### src/rtl/demux16_deser.sv
// demux16_deser
//   Serial-to-parallel collector, the receiving end of a mux16_1-style
//   serializer. Accepted bits are steered by a 4-bit index through a 1:16
//   one-hot write decode into a shadow word. When the last bit arrives, the
//   completed word moves to an output register. It is then offered under a
//   valid/ready handshake.
//
// Ports
//   clk        in   clock, all state changes on posedge
//   reset      in   synchronous active-low reset, overrides everything
//   flush      in   synchronous abort of the partial word in progress
//   in_valid   in   in_bit is valid this cycle
//   in_bit     in   serial data bit
//   in_ready   out  block can accept in_bit this cycle
//   out_valid  out  out_data holds a completed word
//   out_ready  in   consumer takes out_data this cycle
//   out_data   out  completed word [WIDTH-1:0]
//   fill       out  bits collected in the current partial word [IDX_W-1:0]
module demux16_deser #(
  parameter int WIDTH     = 16,
  parameter int IDX_W     = 4,
  parameter int MSB_FIRST = 0
) (
  input  logic             clk,
  input  logic             reset,
  input  logic             flush,
  input  logic             in_valid,
  input  logic             in_bit,
  output logic             in_ready,
  output logic             out_valid,
  input  logic             out_ready,
  output logic [WIDTH-1:0] out_data,
  output logic [IDX_W-1:0] fill
);

  localparam logic [IDX_W-1:0] LAST_IDX = IDX_W'(WIDTH - 1);

  logic [IDX_W-1:0] r_idx;
  logic [WIDTH-1:0] r_shadow;
  logic [WIDTH-1:0] r_out_data;
  logic             r_out_valid;

  logic             w_last;
  logic             w_accept;
  logic             w_take;
  logic [IDX_W-1:0] w_pos;
  logic [WIDTH-1:0] w_dec;
  logic [WIDTH-1:0] w_merged;

  assign w_last   = (r_idx == LAST_IDX);
  // Stall only the final bit while the output slot is still occupied.
  // This depends on registered state only, so there is no path from out_ready.
  assign in_ready = ~(r_out_valid & w_last);
  assign w_accept = in_valid & in_ready;
  assign w_take   = r_out_valid & out_ready;

  assign w_pos = (MSB_FIRST != 0) ? (LAST_IDX - r_idx) : r_idx;

  // 1:WIDTH one-hot write decode
  always_comb begin
    w_dec = '0;
    for (int unsigned k = 0; k < WIDTH; k++) begin
      w_dec[k] = (w_pos == IDX_W'(k));
    end
  end

  // The shadow word with only the selected bit replaced. This is also the
  // completed word when the last bit arrives, so that bit lands in the same
  // cycle.
  assign w_merged = (r_shadow & ~w_dec) | (w_dec & {WIDTH{in_bit}});

  always_ff @(posedge clk) begin
    if (!reset) begin
      r_idx       <= '0;
      r_shadow    <= '0;
      r_out_data  <= '0;
      r_out_valid <= 1'b0;
    end else begin
      if (w_take) begin
        r_out_valid <= 1'b0;
      end
      if (flush) begin
        r_idx    <= '0;
        r_shadow <= '0;
      end else if (w_accept) begin
        if (w_last) begin
          // A completion can never coincide with a take, because in_ready is
          // low there. So this set of out_valid never races the clear above.
          r_out_data  <= w_merged;
          r_out_valid <= 1'b1;
          r_idx       <= '0;
          r_shadow    <= '0;
        end else begin
          r_shadow <= w_merged;
          r_idx    <= r_idx + 1'b1;
        end
      end
    end
  end

  assign out_valid = r_out_valid;
  assign out_data  = r_out_data;
  assign fill      = r_idx;

endmodule

### config.mk
export PLATFORM = sky130hd
export DESIGN_NAME = demux16_deser
export DESIGN_NICKNAME = d
export VERILOG_FILES = /design/src/rtl/demux16_deser.sv
export SDC_FILE = /design/constraint.sdc
export NUM_CORES = 1
export LEC_CHECK = 0
export CAP_MARGIN = 25
export CORE_ASPECT_RATIO = 0.6
export CORE_MARGIN = 2
export CORE_UTILIZATION = 43
export CTS_BUF_LIST = sky130_fd_sc_hd__clkbuf_4
export CTS_CLUSTER_SIZE = 30
export DETAILED_ROUTE_END_ITERATION = 16
export PLACE_DENSITY_LB_ADDON = 0.3
export SLEW_MARGIN = 20
export SYNTH_ARGS = -nofsm -noshare
export SYNTH_HDL_FRONTEND = slang
export SYNTH_SLANG_ARGS = --single-unit
### constraint.sdc
create_clock -name clk -period 1.82 [get_ports clk]
set_input_delay 0.273 -clock clk [delete_from_list [all_inputs] [get_ports clk]]
set_output_delay 0.273 -clock clk [all_outputs]
set_load 0.05 [all_outputs]
### After elaboration in Yosys (flattened, before gate mapping)

Cells that the tools add are included.

| cells by class | value |
|---|---|
| $add $sub $neg | 1 |
| eq/ne operators | 15 |
| mux-type cells | 6 |
| bitwise logic cells | 10 |
| reduce and logical (&&, ||, !) cells | 3 |

Operators with widths:

| operator | count |
|---|---|
| $and 16x16->16 | 2 |
| $eq 4x4->1 const B | 8 |
| $eq 4x3->1 const B | 4 |
| $mux 16 | 1 |
| $not 16->16 | 1 |
| $or 16x16->16 | 1 |
| $eq 4x2->1 const B | 2 |
| $add 4x1->4 const B | 1 |
| $eq 4x1->1 const B | 1 |
| $logic_not 4->1 | 1 |
| $mux 1 | 4 |
| $mux 4 | 1 |
| $and 1x1->1 | 3 |
| $not 1->1 | 3 |
| $reduce_and 3->1 | 1 |
| $reduce_or 2->1 | 1 |

| word-level totals | value |
|---|---|
| bits in registers | 37 |
| word-level logic and storage cells | 39 |

### Depth between registers and ports, before layout

| depth | value |
|---|---|
| depth in word-level cells | 6 |
| gate-level depth with buffers | 7 |
| gate-level depth less buffers | 5 |

### Least setup slack after synthesis

Ideal clock, no wire load.

| timing | value |
|---|---|
| kind | flip-flop to flip-flop |
| start | reg r_idx[0] (netlist: fill[0]) |
| end | reg r_shadow[1] |
| library setup time | 0.070 ns |
| data arrival time | 1.861 ns |
| slack | -0.111 ns |
| stages on the path, launching flop included | 8 |
| cells stage by stage | dfxtp_1 ha_1 buf_4 and4_4 inv_4 a21oi_4 buf_6 o2bb2ai_1 |

RTL lines:

| what | line | text |
|---|---|---|
| start: declaration | 38 | `logic [IDX_W-1:0] r_idx;` |
| start signal: assignment | 95 | `r_idx <= r_idx + 1'b1;` |
| $eq 4x4->1 | 50 | `assign w_last = (r_idx == LAST_IDX);` |
| $and 1x1->1 | 53 | `assign in_ready = ~(r_out_valid & w_last);` |
| $not 1->1 | 53 |  |
| named net in_ready | 29 | `output logic in_ready,` |
| $and 1x1->1 | 54 | `assign w_accept = in_valid & in_ready;` |
| end signal: assignment | 94 | `r_shadow <= w_merged;` |
| end: declaration | 39 | `logic [WIDTH-1:0] r_shadow;` |

The timed path passes the listed nets, and every way through them passes these cells.
A chain may end at the register's enable or synchronous reset.

### Final worst setup path

| timing | value |
|---|---|
| start | reg r_out_data[2] (netlist: out_data[2]) |
| end | out out_data[2] |

RTL lines:

| what | line | text |
|---|---|---|
| start: declaration | 40 | `logic [WIDTH-1:0] r_out_data;` |
| start signal: assignment | 89 | `r_out_data <= w_merged;` |
| end: declaration | 32 | `output logic [WIDTH-1:0] out_data,` |

No word-level cell between the ends.

==> flow_summary.yaml <==
sta:
  setup_viol: 0
  layout_setup_ws_ps: 60.5
  hold_ws_ps: 472
  final_period_utilization_pct: 96.7
  timing.final.max_slew_violations: 0
  tightestPinTransition_ps: 591
  timing_hold_violations_final: 0
  finalWorstPathRequiredPeriod_ps: 1760
  headroom_to_the_max_slew_limit_pct: 60.6
  finalClockSkew_ps: 4.86
  fmaxAchievable_ghz: 0.568
floorplan:
  placeable_core_region_um2: 3680
  num_rows: 17
  initial_core_util_pct: 44.8
  floorplan.io_pins: 28
  die_area_um2: 4370
  die-height_um: 52.0
  horizontal_die_dimension_um: 84.0
critical_path:
  crit_type: "reg -> out"
  required_ps: 1550
  kind_of_start_point_of_the_critical_path: "flop"
  setup.worst_path.end_class: "primary output"
  critical_path.max_fanout: 2
  cp.arrival_ps: 1490
  critPathBufInv: 1
  timing.critical_path.slowest_cell_delay_ps: 810
  crit_chain: "clkdlybuf4s50_1"
  slowest_stage: "clkdlybuf4s50_1"
  worst_path_dominant_cell_family: "buffers and inverters"
yosys:
  mappedNetlistNets: 172
  netlist_area_um2: 1650
  synth.lib_cells_used.distinct: 30
  netlist_instances: 162
  postSynthRegisterBits: 36
  synth-warning-count: 0
  synth_seq_area_share_pct: 43.7
  avgSynthCellArea_um2: 10.2
cts:
  level_count_of_the_clock_h_tree: 2
  clk_pin_slew_ps: 100
  cts_tree: "yes"
  numClockSinks: 36
  cts_resized: 1
  cts-hold-fix-buffers: 0
  worst_skew_pair.late_latency_ps: 330
  cts_inserted_buffers: 5
  clk_root_buffer_cell: "clkbuf_4"
  post-cts-setup-buffer-count: 0
  clock_tree.buffer_depth: 2
power_and_ir_drop:
  power.density_cell_area_nw_per_um2: 621
  cellLeakagePower_nw: 0.933
  total_power_w: 0.00131
  ir_drop_uv: 332
detailed_routing:
  ant_nets: 0
  route.detailed.drc: 0
  drt_wl_total_um: 3980
  dr_vias_cell: 5.79
  drt_first_iter_violations: 107
  wl_per_cell_um: 16.6
  count_of_tritonroute_iterations_in_the_first_routing_pass: 4
  via_count: 1389
placed_design:
  detailedPlacementHpwl_um: 2680
  buffer_ports.inserted: 27
  pre_cts_ws_ps: 190
  post_place_cell_area_um2: 2020
  gp_congestion: 0.844
  dpl.cell_count: 232
run:
  maxCapViolCount: 0
final_layout:
  final_standard_cell_count_with_taps_included_and_fillers_excluded: 240
  final_design_area_no_fill_um2: 2110
  layout_common_cells: "dfxtp_1 (34), a21oi_1 (21), a211oi_1 (16)"
  final_stage_net_count: 202
  antenna-diode-count: 0
  layout.cells.most_common: "dfxtp_1"
  signed_area_change_from_the_synthesized_netlist_to_the_final_layout_pct: 28.0
  share_of_cells_above_drive_strength_1_pct: 15.0
outcome:
  outcome: "finished, final reports clean"
grt:
  grt.total_usage_pct: 20.0
  maximum_number_of_pins_on_one_net_before_global_route_repair: 17
  grt_first_pass_wirelength_um: 6650
  grt_overflow_total: 0
  vias_in_the_first_global_route: 1337
  antenna_found_initial: 0
worst_hold_path:
  hold_class: "reg -> reg"
cells in the mapped netlist:
| cell | number | area [um2] |
|---|---|---|
| a211oi_1 | 16 | 120 |
| a21o_1 | 1 | 7.51 |
| a21oi_1 | 21 | 105 |
| a21oi_4 | 1 | 16.3 |
| a311oi_1 | 1 | 8.76 |
| and4_1 | 1 | 8.76 |
| and4_4 | 1 | 11.3 |
| buf_2 | 4 | 20.0 |
| buf_4 | 7 | 52.6 |
| buf_6 | 1 | 11.3 |
| clkbuf_1 | 2 | 7.51 |
| dfxtp_1 | 36 | 721 |
| ha_1 | 4 | 50.1 |
| inv_1 | 3 | 11.3 |
| inv_4 | 1 | 6.26 |
| mux2i_1 | 15 | 150 |
| nand2_1 | 1 | 3.75 |
| nand2b_1 | 1 | 6.26 |
| nand3_1 | 7 | 35.0 |
| nand3b_1 | 8 | 60.1 |
| nand4_1 | 2 | 12.5 |
| nor2_1 | 1 | 3.75 |
| nor2b_1 | 2 | 12.5 |
| nor3_4 | 1 | 16.3 |
| nor3b_1 | 4 | 30.0 |
| o21a_1 | 1 | 7.51 |
| o21ai_0 | 2 | 10.0 |
| o2bb2ai_1 | 15 | 131 |
| o31ai_1 | 1 | 7.51 |
| or3_1 | 1 | 6.26 |
per-layer routing:
layer	global-route usage, %	part of all wire (%)	up-vias	wire length [um]
li1	-	-	678	-
met1	28.6	52	672	2050
met2	29.5	42	34	1690
met3	4.92	5.2	5	209
met4	6.99	0.83	0	33
met5	0	0	-	0
metrics by stage:
stage	setup TNS (ps)	utilization, %
floorplan	0	-
global placement	0	54.8
detailed placement	0	54.8
CTS	-17.4	56.4
global route	-0.996	57.4
finish	0	57.4
final timing paths:
check,start,cells past startpoint,slack [ps],endpoint
min,r_shadow[1],1,470,r_shadow[1]
max,out_data[2],1,60,out_data[2]
min reg2reg,r_shadow[1],1,470,r_shadow[1]
max reg2reg,fill[0],5,300,out_data[2]
where the power goes:
part	switching, W	internal [W]	leakage, nW
clock network	0.000252	0.000178	0.0338
logic	0.0000548	0.0000328	0.608
registers	0.00000393	0.000790	0.291
final cells by class:
cell class	count	area (um2)
flip-flops and latches	36	723
clock inverters	1	3.75
multi-input cells	108	833
clock buffers	7	52.6
repair buffers	37	423
inverters	4	17.5
fillers	320	1570
well taps	47	58.8
kinds of logic (layout without fill, tap and decap cells):
| family | Yosys count | after routing | share of synthesized area (%) |
|---|---|---|---|
| AO/OA/AOI/OAI | 59 | 59 | 25.1 |
| flip-flops | 36 | 36 | 43.7 |
| AND/OR/NAND/NOR | 30 | 30 | 12.5 |
| buffers and inverters | 18 | 49 | 6.60 |
| multiplexers | 15 | 15 | 9.10 |
| adder cells (fa/ha/maj) | 4 | 4 | 3.03 |
flip-flops by register name, summed over array words and instances, names as in the netlist:
name       cells
r_shadow      15
out_valid      1
out_data      16
fill           4
(Power assumes the default switching activity.)
